$ cat src/rtl/id_ex_stage_pipe.sv
// -----------------------------------------------------------------------------
// id_ex_stage_pipe
//
// Decode-to-execute pipeline slot. Holds one decoded instruction between the
// decode logic and the execute stage, with a valid/ready handshake on both
// sides, a synchronous flush for taken branches, a writeback-to-decode operand
// bypass, and load-use bubble insertion.
//
// Parameters
//   XLEN    : data/operand width (PC, RD1, RD2, Imm)
//   CTRL_W  : width of the opaque control bundle (all-zero means "no effect")
//   RADDR_W : register address width, register 0 is hard-wired zero
//
// Ports
//   clk_i, rst_ni             : rising-edge clock, async active-low reset
//   in_valid_i / in_ready_o   : decode-side handshake
//   in_ctrl_i, in_is_load_i   : decoded control bundle and load marker
//   in_rs1_i/in_rs2_i/in_rd_i : source and destination register addresses
//   in_rd1_i, in_rd2_i        : register-file read data
//   in_imm_i, in_pc_i         : extended immediate and PC
//   wb_we_i/wb_rd_i/wb_data_i : writeback port snooped for bypass/refresh
//   flush_i                   : kill held and incoming instruction
//   out_valid_o / out_ready_i : execute-side handshake
//   out_*_o                   : registered payload
//   load_use_o                : a load-use bubble is inserted this cycle
// -----------------------------------------------------------------------------
module id_ex_stage_pipe #(
    parameter int XLEN    = 32,
    parameter int CTRL_W  = 12,
    parameter int RADDR_W = 5
) (
    input  logic               clk_i,
    input  logic               rst_ni,
    input  logic               in_valid_i,
    output logic               in_ready_o,
    input  logic [CTRL_W-1:0]  in_ctrl_i,
    input  logic               in_is_load_i,
    input  logic [RADDR_W-1:0] in_rs1_i,
    input  logic [RADDR_W-1:0] in_rs2_i,
    input  logic [RADDR_W-1:0] in_rd_i,
    input  logic [XLEN-1:0]    in_rd1_i,
    input  logic [XLEN-1:0]    in_rd2_i,
    input  logic [XLEN-1:0]    in_imm_i,
    input  logic [XLEN-1:0]    in_pc_i,
    input  logic               wb_we_i,
    input  logic [RADDR_W-1:0] wb_rd_i,
    input  logic [XLEN-1:0]    wb_data_i,
    input  logic               flush_i,
    output logic               out_valid_o,
    input  logic               out_ready_i,
    output logic [CTRL_W-1:0]  out_ctrl_o,
    output logic               out_is_load_o,
    output logic [RADDR_W-1:0] out_rs1_o,
    output logic [RADDR_W-1:0] out_rs2_o,
    output logic [RADDR_W-1:0] out_rd_o,
    output logic [XLEN-1:0]    out_rd1_o,
    output logic [XLEN-1:0]    out_rd2_o,
    output logic [XLEN-1:0]    out_imm_o,
    output logic [XLEN-1:0]    out_pc_o,
    output logic               load_use_o
);

    logic               valid_q,  valid_d;
    logic [CTRL_W-1:0]  ctrl_q,   ctrl_d;
    logic               isLoad_q, isLoad_d;
    logic [RADDR_W-1:0] rs1_q,    rs1_d;
    logic [RADDR_W-1:0] rs2_q,    rs2_d;
    logic [RADDR_W-1:0] rd_q,     rd_d;
    logic [XLEN-1:0]    rd1_q,    rd1_d;
    logic [XLEN-1:0]    rd2_q,    rd2_d;
    logic [XLEN-1:0]    imm_q,    imm_d;
    logic [XLEN-1:0]    pc_q,     pc_d;

    logic advance;
    logic loadUse;
    logic capture;
    logic wbHit;

    // Handshake and hazard detection. The slot can move on when it is empty
    // or execute is taking it; a held load whose destination feeds the
    // incoming instruction forces one bubble. in_ready is gated by reset so
    // that every output reads zero while reset is held.
    always_comb begin
        advance    = !valid_q || out_ready_i;
        loadUse    = in_valid_i && valid_q && isLoad_q && (rd_q != '0) &&
                     ((rd_q == in_rs1_i) || (rd_q == in_rs2_i));
        in_ready_o = rst_ni && advance && !loadUse && !flush_i;
        capture    = in_valid_i && in_ready_o;
        load_use_o = loadUse;
        wbHit      = wb_we_i && (wb_rd_i != '0);
    end

    // Next-state selection. Flush beats everything; a capture loads the new
    // payload with writeback bypass; an advance without capture is a bubble
    // (only control is cleared, data may stay stale); otherwise the slot is
    // stalled and a matching writeback refreshes the held operands so the
    // write is not lost while waiting.
    always_comb begin
        valid_d  = valid_q;
        ctrl_d   = ctrl_q;
        isLoad_d = isLoad_q;
        rs1_d    = rs1_q;
        rs2_d    = rs2_q;
        rd_d     = rd_q;
        rd1_d    = rd1_q;
        rd2_d    = rd2_q;
        imm_d    = imm_q;
        pc_d     = pc_q;

        if (flush_i) begin
            valid_d  = 1'b0;
            ctrl_d   = '0;
            isLoad_d = 1'b0;
        end else if (capture) begin
            valid_d  = 1'b1;
            ctrl_d   = in_ctrl_i;
            isLoad_d = in_is_load_i;
            rs1_d    = in_rs1_i;
            rs2_d    = in_rs2_i;
            rd_d     = in_rd_i;
            rd1_d    = (wbHit && (wb_rd_i == in_rs1_i)) ? wb_data_i : in_rd1_i;
            rd2_d    = (wbHit && (wb_rd_i == in_rs2_i)) ? wb_data_i : in_rd2_i;
            imm_d    = in_imm_i;
            pc_d     = in_pc_i;
        end else if (advance) begin
            valid_d  = 1'b0;
            ctrl_d   = '0;
            isLoad_d = 1'b0;
        end else begin
            if (wbHit && (wb_rd_i == rs1_q)) begin
                rd1_d = wb_data_i;
            end
            if (wbHit && (wb_rd_i == rs2_q)) begin
                rd2_d = wb_data_i;
            end
        end
    end

    // Slot register. Reset drops whatever was held; nothing is replayed.
    always_ff @(posedge clk_i or negedge rst_ni) begin
        if (!rst_ni) begin
            valid_q  <= 1'b0;
            ctrl_q   <= '0;
            isLoad_q <= 1'b0;
            rs1_q    <= '0;
            rs2_q    <= '0;
            rd_q     <= '0;
            rd1_q    <= '0;
            rd2_q    <= '0;
            imm_q    <= '0;
            pc_q     <= '0;
        end else begin
            valid_q  <= valid_d;
            ctrl_q   <= ctrl_d;
            isLoad_q <= isLoad_d;
            rs1_q    <= rs1_d;
            rs2_q    <= rs2_d;
            rd_q     <= rd_d;
            rd1_q    <= rd1_d;
            rd2_q    <= rd2_d;
            imm_q    <= imm_d;
            pc_q     <= pc_d;
        end
    end

    assign out_valid_o   = valid_q;
    assign out_ctrl_o    = ctrl_q;
    assign out_is_load_o = isLoad_q;
    assign out_rs1_o     = rs1_q;
    assign out_rs2_o     = rs2_q;
    assign out_rd_o      = rd_q;
    assign out_rd1_o     = rd1_q;
    assign out_rd2_o     = rd2_q;
    assign out_imm_o     = imm_q;
    assign out_pc_o      = pc_q;

endmodule

$ cat config.mk
export PLATFORM = sky130hd
export DESIGN_NAME = id_ex_stage_pipe
export DESIGN_NICKNAME = d
export VERILOG_FILES = /design/src/rtl/id_ex_stage_pipe.sv
export SDC_FILE = /design/constraint.sdc
export NUM_CORES = 1
export LEC_CHECK = 0
export CAP_MARGIN = 40
export CORE_AREA = 2 2 141 143
export DETAILED_ROUTE_END_ITERATION = 16
export DIE_AREA = 0 0 143 145
export PLACE_DENSITY_LB_ADDON = 0.1
export SLEW_MARGIN = 0
export SYNTH_ARGS = -nofsm -noshare
export SYNTH_HDL_FRONTEND = slang
export SYNTH_SLANG_ARGS = --single-unit
$ cat constraint.sdc
create_clock -name clk_i -period 2.7 [get_ports clk_i]
set_input_delay 0.54 -clock clk_i [delete_from_list [all_inputs] [get_ports clk_i]]
set_output_delay 0.54 -clock clk_i [all_outputs]
set_load 0.03 [all_outputs]
* After elaboration in Yosys (flattened, before gate mapping)
Cells that the tools add are included.
** Storage, ports and cells
- Word-level logic and storage cells :: 60
- Output and inout port bits :: 159
- Bits of input ports :: 199
- Flip-flop bits (word level) :: 157
** Cells by class
- Bitwise logic cells :: 1
- Eq/ne operators :: 7
- Mux-type cells :: 16
- Reductions and logical operators :: 26
** Operator list (count)
- $mux W32 :: 8
- $mux W12 :: 3
- $eq A5 B5 Y1 :: 6
- $logic_and A1 B1 Y1 :: 13
- $reduce_bool A5 Y1 :: 2
- $reduce_and A3 Y1 :: 2
- $mux W1 :: 5
- $reduce_bool A2 Y1 :: 2
- $logic_not A1 Y1 :: 3
- $reduce_bool A3 Y1 :: 1
- $logic_or A1 B1 Y1 :: 2
- $ne A2 B1 Y1 const B :: 1
- $reduce_and A2 Y1 :: 1
- $not A1 Y1 :: 1

* Longest topological paths before layout
Gate-level depths: netlist of the first run.
- Depth in word-level cells :: 10
- Mapped depth :: 8
- Depth with buffers taken out :: 6

* Worst setup path before layout of the first run
Ideal clock, no wire load.
- Kind :: flip-flop to output port
- From :: register rd_q[0], in the netlist out_rd_o[0]
- To :: output port in_ready_o
- Path slack :: -0.081 ns
- Data required time :: 2.160 ns
- Arrival :: 2.241 ns
- Buffers on the path :: 0
- Stages on the path, launching flop included :: 6
- Cells stage by stage :: dfrtp_1 -> xnor2_1 -> nand3_1 -> o22ai_1 -> and2_1 -> nor4bb_1
** Between the ends
- Longest elaborated chain between the ends :: 6
- Elaborated cells between the ends (all ways) :: 9
- Those cells by class :: eq/ne: 2; reduce/logical: 7
** RTL lines
- start: declaration :: RTL line 68 : logic [RADDR_W-1:0] rd_q, rd_d;
- start signal: assignment :: RTL line 158 : rd_q <= rd_d;
- $eq A5 B5 Y1 / $reduce_bool A5 Y1 (equally long branches) :: RTL line 86, 85
- $logic_or A1 B1 Y1 / $logic_and A1 B1 Y1 (equally long branches) :: RTL line 86, 85
- $logic_and A1 B1 Y1 (*) :: RTL line 85 : loadUse = in_valid_i && valid_q && isLoad_q && (rd_q != '0) &&
- net load_use_o :: RTL line 60 : output logic load_use_o
- $logic_not A1 Y1 (*) :: RTL line 87 : in_ready_o = rst_ni && advance && !loadUse && !flush_i;
- $logic_and A1 B1 Y1 (*) (2 in a row) :: RTL line 87
- end: declaration :: RTL line 35 : output logic in_ready_o,
Mark *: on every way through the listed nets, which the timed path passes. The rest lies on a longest branch.

* Worst setup path after layout of the first run
- From :: input port wb_rd_i[1]
- To :: register rd1_q[2], in the netlist out_rd1_o[2]
** Between the ends
- Longest elaborated chain between the ends :: 5
- Elaborated cells between the ends (all ways) :: 10
- Those cells by class :: eq/ne: 2; mux: 2; reduce/logical: 6
** RTL lines
- start: declaration :: RTL line 46 : input logic [RADDR_W-1:0] wb_rd_i,
- $reduce_bool A5 Y1 :: RTL line 90 : wbHit = wb_we_i && (wb_rd_i != '0);
- $logic_and A1 B1 Y1 :: RTL line 90
- $logic_and A1 B1 Y1, on equally long branches :: RTL line 130, 121
- $reduce_bool A2 Y1 (no source line) / $mux W32 (equally long branches)
- $reduce_and A3 Y1 (no source line) / $mux W32 (equally long branches)
- end signal: assignment :: RTL line 159 : rd1_q <= rd1_d;
- end: declaration :: RTL line 69 : logic [XLEN-1:0] rd1_q, rd1_d;
Several ways; a longest one is shown, not always the timed one.
A chain may end at the register's enable or synchronous reset.

==> impl_metrics.json, run 1 <==
{
  "drv_cap": 0,
  "grt_pass1_wl_um": 36200,
  "synth_common_cells": "dfrtp_1 (157), mux2_2 (79), a22o_1 (77), a21o_1 (64), xnor2_1 (26)",
  "syn_avg_cell_area_sq_um": 14.0,
  "synth_edf_count": 0,
  "hpwl_um": 16900,
  "layout-drive-gt1-share_pct": 18.2,
  "synth_most_common_cell": "dfrtp_1",
  "finalHoldViolCount": 0,
  "syn_area_sq_um": 6710,
  "reg2reg_setup_slack_ps": 390,
  "num_antenna_cells": 0,
  "fin_area_sq_um": 11400,
  "final_core_util_pct": 59.6,
  "cp-start-kind": "primary input",
  "timing.critical_path.mode_cell": "buf_4",
  "synthArstFlopShare_pct": 100,
  "crit_slowest_cell": "or4_4",
  "wl_met2_um": 11600,
  "rows": 51,
  "synth.yosys.seq_area_share_pct": 58.6,
  "crit_path_cell_trace": "clkdlybuf4s50_1, or4_4, o21ai_4, nor4_1, buf_4, a211oi_4, buf_4, a22o_1, a21o_1",
  "route.detailed.drc": 0,
  "ios": 358,
  "synth_cell_type_count": 30,
  "cp_max_fo": 32,
  "io_buffers": 357,
  "seqCellArea_sq_um": 3930,
  "reg2reg_from": "out_valid_o$_DFFE_PN0P_",
  "numClockSinks": 157,
  "grt_usage_pct": 22.6,
  "status": "finished, final reports clean",
  "die_x_um": 143,
  "wl_met3_um": 2070,
  "fin_crit_sh_pct": 96.2,
  "worstPathArrival_ps": 2940,
  "placed_area_sq_um": 10800,
  "hold_class": "in -> async",
  "r2r_end": "out_rd1_o[18]$_DFFE_PN0P_",
  "synth_nets": 677,
  "critPathKind": "in -> reg",
  "ys_top_cells_by_area": "dfrtp_1 (59%), mux2_2 (13%), a22o_1 (10%)",
  "met1_length_um": 8940,
  "power_uw": 9040,
  "antenna_found_initial": 0,
  "dr.pass1.iters": 4,
  "required_ps": 3040,
  "via_count": 5600,
  "gp_congestion": 0.871,
  "p_per_area_nw_per_um2": 790,
  "area_delta_synth_final_pct": 70.5,
  "cts_tree": "done",
  "worst_slew_pin_slew_ps": 914,
  "core_area_sq_um": 19200,
  "h-tree-depth": 4,
  "fill_cells": 1552,
  "ctsHoldBuffers": 0,
  "ys_seq_elements": 157,
  "clock_skew_ps": 8.72,
  "drt_iter0_markers": 234,
  "multi_input_area_sq_um": 2620,
  "max_slew_margin_pct": 39.1,
  "setup_viol": 0,
  "tritoncts.num_buffers": 17,
  "ys_warn_count": 0,
  "die_area_sq_um": 20700,
  "vias_per_cell": 4.95,
  "r2r_cells": 7,
  "clk-insertion-delay-late_ps": 410,
  "path_clk_slew_ps": 60,
  "peakVddDrop_v": 0.000453,
  "grt_max_degree": 158,
  "routed_wl_um": 23100,
  "rsz0062_at_grt": "no",
  "yosys.area.top_type": "dfrtp_1",
  "leakage_uw": 0.00513,
  "slew_viol_final": 0,
  "nets": 1053,
  "synth_top_cell_area_share_pct": 58.6,
  "max_freq_mhz": 385,
  "synthCells": 478,
  "max_stage_delay_ps": 560,
  "ys.flop_type": "dfrtp_1",
  "cts_root_buf": "clkbuf_16",
  "cts_buffer_depth": 2,
  "ant_nets": 0,
  "grt_pass1_vias": 6299,
  "wire_per_inst_um": 20.4,
  "start_util_pct": 34.9,
  "top_layer_used": "met4",
  "fp.dieH_um": 145,
  "grt_remaining_overflow": 0,
  "endpoint_kind": "flip-flop",
  "min_period_ps": 2600
}
[per-layer routing]
layer  track usage (%)  vias to the layer above
met4              7.43                        0
met3              7.26                       28
li1                  -                     2523
met1              26.8                     2789
met2              38.6                      260
met5                 0                        -
[final cells by class]
class                   instances  area share (%)
flip-flops and latches        157            34.3
multi-input cells             287            22.9
repair buffers                391            34.2
clock buffers                  19            3.87
clock inverters                12            1.83
well taps                     265            2.90
[critical path: cells and delay by family]
kind | cells | cell delay [ps]
buffers and inverters | 3 | 990
AOI/OAI and AO/OA | 4 | 760
and+or+nand+nor | 2 | 640
[power breakdown]
part           internal (uW)  leakage [uW]  switching (uW)
Clock                   1670      0.000311             974
Sequential              2820       0.00189             305
Combinational           1600       0.00292            1670
[worst max path at each step]
stage / start / endpoint / cells past startpoint
after global routing: wb_rd_i[1] / out_rd1_o[2]$_DFFE_PN0P_ / 9
final: wb_rd_i[1] / out_rd1_o[2]$_DFFE_PN0P_ / 9
after detailed placement: wb_rd_i[4] / out_rd1_o[18]$_DFFE_PN0P_ / 9
after global placement: wb_rd_i[4] / out_rd1_o[21]$_DFFE_PN0P_ / 9
after floorplan: out_rd_o[0]$_DFFE_PN0P_ / in_ready_o / 5
after CTS: in_rs2_i[2] / in_ready_o / 7
[layout by cell type, fill, tap and decap left out, drive strengths merged, types with 4 or more instances in the layout]
| cell | Yosys | routed |
|---|---|---|
| xnor2 | 26 | 26 |
| dlymetal6s2s | 0 | 5 |
| dlygate4sd2 | 0 | 4 |
| bufinv | 0 | 5 |
| nand2 | 4 | 4 |
| nor2 | 4 | 4 |
| xor2 | 4 | 4 |
| mux2 | 79 | 79 |
| a22o | 77 | 77 |
| clkbuf | 4 | 19 |
| a21o | 64 | 64 |
| dfrtp | 157 | 157 |
| clkdlybuf4s50 | 0 | 345 |
| nand3 | 7 | 7 |
| buf | 30 | 37 |
[registers in the layout (all words and copies together), names as in the netlist]
signal	count
out_rd_o	5
out_pc_o	32
out_valid_o	1
out_is_load_o	1
out_rs2_o	5
out_rd1_o	32
out_rd2_o	32
out_imm_o	32
out_ctrl_o	12
out_rs1_o	5
[what timing repair did]
item	in CTS	in global routing
endpoints found under the setup margin	1	2
pin swaps	1	2
hold endpoints to repair	0	0
gates resized for setup	7	5
buffers inserted	0	0
[logic make-up (layout without fill, tap and decap cells)]
kind of cell           after synthesis  count (layout)  synth area share (%)
AO/OA/AOI/OAI                      151             151                  18.9
XOR/XNOR                            30              30                  3.92
buffers and inverters               34             422                  3.00
flip-flops                         157             157                  58.6
multiplexers                        79              79                  13.3
AND/OR/NAND/NOR                     27              27                  2.37
[metrics by stage]
step | setup WS, ps | hold WS (ps) | setup TNS (ps) | instances
finish | 104 | 270 | 0 | 1131
floorplan | 222 | 244 | 0 | 478
CTS | 0.963 | 379 | 0 | 1131
global placement | -263 | 481 | -10670 | 1099
global route | 11.0 | 341 | 0 | 1131
detailed placement | -307 | 487 | -12920 | 1100
Power figures use the tool's default switching activity.
==> run 2: changes to the inputs <==
--- a/config.mk
+++ b/config.mk
@@ -6,11 +6,12 @@
 export NUM_CORES = 1
 export LEC_CHECK = 0
 export CAP_MARGIN = 40
-export CORE_AREA = 2 2 141 143
+export CORE_AREA = 2 2 139 141
+export CTS_BUF_LIST = sky130_fd_sc_hd__clkbuf_4
 export DETAILED_ROUTE_END_ITERATION = 16
-export DIE_AREA = 0 0 143 145
-export PLACE_DENSITY_LB_ADDON = 0.1
-export SLEW_MARGIN = 0
+export DIE_AREA = 0 0 141 143
+export PLACE_DENSITY_LB_ADDON = 0.15
+export SLEW_MARGIN = 25
 export SYNTH_ARGS = -nofsm -noshare
 export SYNTH_HDL_FRONTEND = slang
 export SYNTH_SLANG_ARGS = --single-unit
==> run 2 against run 1 <==
Net effect:
- die area decreased by 2.8%
- register-to-register slack improved by 50 ps
- critical endpoint is now in_ready_o
- utilization increased by 1.3 points
- non-clock buffer count increased by 17
- clock power decreased by 45%
- power decreased by 12%
- highest routed layer unchanged
- sequential power about the same
- first-iteration DRC count increased by 19%
==> impl_metrics.json, run 2 (synthesized netlist as in run 1, its figures left out) <==
{
  "status": "finished, final reports clean",
  "clk-insertion-delay-late_ps": 540,
  "grt_max_degree": 159,
  "slew_viol_final": 0,
  "max_slew_margin_pct": 40.9,
  "final_common_cell": "clkdlybuf4s50_1",
  "startpoint": "in_rs2_i[3]",
  "io_buffers": 357,
  "fin_crit_sh_pct": 97.7,
  "tritoncts.num_buffers": 17,
  "vias_per_cell": 5.07,
  "layout-drive-gt1-share_pct": 21.8,
  "grt_pass1_vias": 6096,
  "wire_per_inst_um": 20.3,
  "setup_viol": 0,
  "grt_usage_pct": 22.5,
  "grt_util_met1_pct": 26.1,
  "die_area_sq_um": 20200,
  "worst_slack_ps": 61.7,
  "fill_cells": 1466,
  "cp-start-kind": "primary input",
  "final-instance-count-excl-fill": 1119,
  "power_uw": 7970,
  "grt_remaining_overflow": 0,
  "reg2reg_from": "out_rd_o[1]$_DFFE_PN0P_",
  "worst_hold_slack_ps": 106,
  "leakage_uw": 0.00506,
  "busiest_layer": "met2",
  "finalHoldViolCount": 0,
  "peakVddDrop_v": 0.000367,
  "worst_slew_pin_slew_ps": 887,
  "ant_nets": 0,
  "area_delta_synth_final_pct": 68.6,
  "required_ps": 2160,
  "layout_common_cells": "clkdlybuf4s50_1 (354), dfrtp_1 (152), mux2_2 (79), a22o_1 (77), a21o_1 (64)",
  "max_stage_delay_ps": 490,
  "gp_congestion": 0.837,
  "max_freq_mhz": 379,
  "drv_cap": 0,
  "grt_util_met3_pct": 8.55,
  "path_clk_slew_ps": 140,
  "crit_slowest_cell": "clkdlybuf4s50_1",
  "via_count": 5670,
  "fp.dieH_um": 143,
  "route.detailed.drc": 0,
  "nets": 1070,
  "h-tree-depth": 4,
  "clock_skew_ps": 19.9,
  "drt_iter0_markers": 278,
  "cts_tree": "done",
  "cts_buffer_depth": 2,
  "min_period_ps": 2640,
  "hold_class": "in -> async",
  "core_area_sq_um": 18600,
  "cp_max_fo": 3,
  "hpwl_um": 17100,
  "grt_pass1_wl_um": 34700,
  "multi_input_area_sq_um": 2710,
  "dr.pass1.iters": 4,
  "antenna_found_initial": 1,
  "endpoint_kind": "primary output",
  "post-place-ws_ps": -252,
  "dp.cells": 1080,
  "routed_wl_um": 22700,
  "cts_root_buf": "clkbuf_4",
  "worstPathArrival_ps": 2100,
  "rsz0062_at_grt": "yes",
  "start_util_pct": 36.1,
  "critPathKind": "in -> out",
  "numClockSinks": 157,
  "ios": 358,
  "ctsHoldBuffers": 0,
  "crit_path_cell_trace": "clkdlybuf4s50_1, xnor2_1, nand2_1, o22ai_4, and2_4, nor4bb_4, buf_4",
  "rows": 50,
  "p_per_area_nw_per_um2": 705,
  "grtUsageMet2_pct": 38.9,
  "die_x_um": 141,
  "seqCellArea_sq_um": 3940
}
==> run 2: cell types whose count changed in the layout (fill, tap and decap cells not counted), sizes merged, moves of 4 or more <==
| cell | delta |
|---|---|
| dlygate4sd2 | -4 |
| dlymetal6s2s | -5 |
| inv | +4 |
| buf | +17 |
| clkdlybuf4s50 | +9 |
==> run 2: worst paths after layout <==
| kind | end | slack, ps | cells after the start |
|---|---|---|---|
| max reg2reg | out_rd1_o[24]$_DFFE_PN0P_ | 440 | 8 |
| min in group clk_i | out_ctrl_o[6]$_DFFE_PN0P_ | 520 | 1 |
| min | out_ctrl_o[1]$_DFFE_PN0P_ | 110 | 2 |
| max | in_ready_o | 60 | 7 |
| max in group asynchronous | out_rd_o[1]$_DFFE_PN0P_ | 1840 | 2 |
| min reg2reg | out_ctrl_o[6]$_DFFE_PN0P_ | 520 | 1 |
==> run 2: routing by layer <==
metal  share of wire, %  wire length (um)  up-vias
li1                   -                 -     2559
met1                 39              8870     2819
met2                 50             11400      261
met3                8.5              1920       31
met4                2.1               483        0
met5                  0                 0        -
==> run 2: final cells by class <==
class	count	share of cell area (%)
diodes	1	0.0221
clock buffers	17	1.13
clock inverters	15	1.38
multi-input cells	287	23.9
flip-flops and latches	157	34.8
well taps	234	2.59
repair buffers	408	36.2
==> run 2: critical path, delay by kind of cell <==
kind	cells	cell delay [ps]
and+or+nand+nor	3	580
AOI/OAI and AO/OA	1	110
xor gates and xnor gates	1	160
buffers and inverters	2	700
==> run 2: metrics by stage <==
step                      area, sq um  utilization, %  setup TNS [ps]
final                           11300            60.9               0
after CTS                       11200            60.5           -9.69
after floorplan                  6710               -               0
after global placement          10800            58.4          -29160
after global routing            11300            60.9           -89.6
after detailed placement        10900            58.6          -20880
==> run 2: power breakdown <==
part / internal, uW / switching [uW] / leakage, uW
sequential: 2820 / 310 / 0.00189
combinational: 1670 / 1700 / 0.00301
clock: 565 / 900 / 0.000159
total: 5060 / 2910 / 0.00506
==> run 2: what timing repair did <==
action / 4_1_cts / 5_1_grt
pin swaps: 6 / 7
setup endpoints to repair: 2 / 2
buffers inserted: 3 / 5
resized for setup: 16 / 7
==> run 3: changes to the inputs <==
--- a/config.mk
+++ b/config.mk
@@ -7,7 +7,7 @@
 export LEC_CHECK = 0
 export CAP_MARGIN = 40
 export CORE_AREA = 2 2 139 141
-export CTS_BUF_LIST = sky130_fd_sc_hd__clkbuf_4
+export CTS_BUF_LIST = sky130_fd_sc_hd__clkbuf_8
 export DETAILED_ROUTE_END_ITERATION = 16
 export DIE_AREA = 0 0 141 143
 export PLACE_DENSITY_LB_ADDON = 0.15
==> run 3 against run 2 <==
Net effect:
- die area stayed put
- flip-flop and latch count stayed put
- count of clock-buffer cells in the layout stayed put
==> impl_metrics.json, run 3 (synthesized netlist as in run 1, its figures left out) <==
{
  "status": "finished, final reports clean",
  "route.detailed.drc": 0,
  "io_buffers": 357,
  "gp_congestion": 0.837,
  "nets": 1068,
  "cp-start-kind": "primary input",
  "ctsHoldBuffers": 0,
  "power_frac_comb_pct": 40.3,
  "clock_skew_ps": 10.8,
  "rsz0062_at_grt": "yes",
  "required_ps": 2160,
  "cts_root_buf": "clkbuf_8",
  "power_frac_clock_pct": 21.7,
  "numClockSinks": 157,
  "max_freq_mhz": 378,
  "min_period_ps": 2640,
  "grt_remaining_overflow": 0,
  "clk-insertion-delay-late_ps": 450,
  "path_buf_inv": 3,
  "h-tree-depth": 4,
  "grt_util_met1_pct": 25.9,
  "slew_viol_final": 0,
  "start_util_pct": 36.1,
  "leakage_uw": 0.00508,
  "final_common_cell": "clkdlybuf4s50_1",
  "fin_area_sq_um": 11300,
  "dr.pass1.iters": 4,
  "worst_hold_slack_ps": 223,
  "layout_common_cells": "clkdlybuf4s50_1 (345), dfrtp_1 (153), mux2_2 (79), a22o_1 (77), a21o_1 (64)",
  "vias_per_cell": 5.05,
  "worst_slew_pin_slew_ps": 876,
  "path_clk_slew_ps": 90,
  "cts_tree": "done",
  "rows": 50,
  "cp_max_fo": 3,
  "p_seq_share_pct": 38.0,
  "fp.dieH_um": 143,
  "peakVddDrop_v": 0.000378,
  "timing.critical_path.mode_cell": "buf_4",
  "crit_path_cell_trace": "clkdlybuf4s50_1, xnor2_1, nand2_1, o22ai_1, buf_4, and2_4, nor4bb_4, buf_4",
  "cts_buffer_depth": 2,
  "drv_cap": 0,
  "max_slew_margin_pct": 41.6,
  "crit_slowest_cell": "clkdlybuf4s50_1",
  "tns_ps": 0,
  "ios": 358,
  "grt_pass1_wl_um": 34600,
  "antenna_found_initial": 0,
  "swShare_pct": 35.6,
  "p_int_uw": 5290,
  "setup_viol": 0,
  "die_x_um": 141,
  "grt_max_degree": 159,
  "via_count": 5638,
  "core_area_sq_um": 18600,
  "p_per_area_nw_per_um2": 726,
  "finalHoldViolCount": 0,
  "grtUsageMet2_pct": 38.8,
  "busiest_layer": "met2",
  "worstPathArrival_ps": 2100,
  "grt_util_met3_pct": 7.78,
  "critPathKind": "in -> out",
  "p_sw_uw": 2930,
  "area_delta_synth_final_pct": 68.9,
  "post-place-ws_ps": -252,
  "placed_area_sq_um": 10900,
  "routed_wl_um": 22600,
  "worst_slack_ps": 56.5,
  "grt_pass1_vias": 6097,
  "tritoncts.num_buffers": 17,
  "max_stage_delay_ps": 440,
  "wire_per_inst_um": 20.3,
  "drt_iter0_markers": 224,
  "layout-drive-gt1-share_pct": 20.6,
  "hpwl_um": 17100,
  "hold_class": "in -> async",
  "grt_usage_pct": 22.4,
  "critical_path.top_delay_family": "buffers and inverters",
  "endpoint_kind": "primary output",
  "fin_crit_sh_pct": 97.9,
  "die_area_sq_um": 20200,
  "ant_nets": 0
}
==> run 3: cell types whose count changed in the layout (fill, tap and decap cells not counted), moves of 2 or more <==
cell / change
xnor2_1: +4
buf_4: -2
clkbuf_4: -17
xnor2_2: -4
dlygate4sd2_1: +9
nand3_1: +2
clkdlybuf4s50_1: -9
nand3_2: -2
clkbuf_8: +17
==> run 3: final timing paths <==
kind,startpoint,to,slack (ps),cells past startpoint
max,in_rs1_i[3],in_ready_o,60,8
min,rst_ni,out_ctrl_o[1]$_DFFE_PN0P_,220,2
max reg2reg,out_rd_o[1]$_DFFE_PN0P_,out_pc_o[1]$_DFFE_PN0P_,380,9
min reg2reg,out_ctrl_o[11]$_DFFE_PN0P_,out_ctrl_o[11]$_DFFE_PN0P_,510,1
max in group asynchronous,rst_ni,out_rd_o[0]$_DFFE_PN0P_,1750,2
min in group clk_i,out_ctrl_o[11]$_DFFE_PN0P_,out_ctrl_o[11]$_DFFE_PN0P_,510,1
==> run 3: timing repair <==
item | CTS | global route
pin swaps | 1 | 5
buffers inserted | 0 | 4
gates resized for setup | 16 | 3
setup endpoints to repair | 1 | 1
==> run 3: per-stage QoR <==
stage	instances	power, uW	util [%]
floorplan	478	4840	-
detailed placement	1080	6480	58.6
CTS	1112	8300	60.7
global placement	1078	6420	58.4
finish	1117	8230	61.0
global route	1116	8600	60.9
==> run 3: cell type report <==
type                            instances  area (sq um)
Tap cell                              234           293
Timing Repair Buffer                  406          4070
Clock inverter                         15           156
Clock buffer                           17           234
Antenna cell                            1          2.50
Fill cell                            1456          7250
Multi-Input combinational cell        287          2640
Sequential cell                       157          3930
==> run 3: per-layer routing <==
metal / routed length (um) / vias up
li1: - / 2552
met1: 8780 / 2785
met2: 11400 / 268
met3: 1910 / 33
met4: 531 / 0
met5: 0 / -
==> run 3: power by group through the flow <==
stage               registers [uW]  logic, uW  clock network, uW
CTS                           3130       3340               1840
finish                        3120       3320               1790
detailed placement            3160       3330                  0
floorplan                     4060        776                  0
global placement              3140       3280                  0
global route                  3190       3480               1940
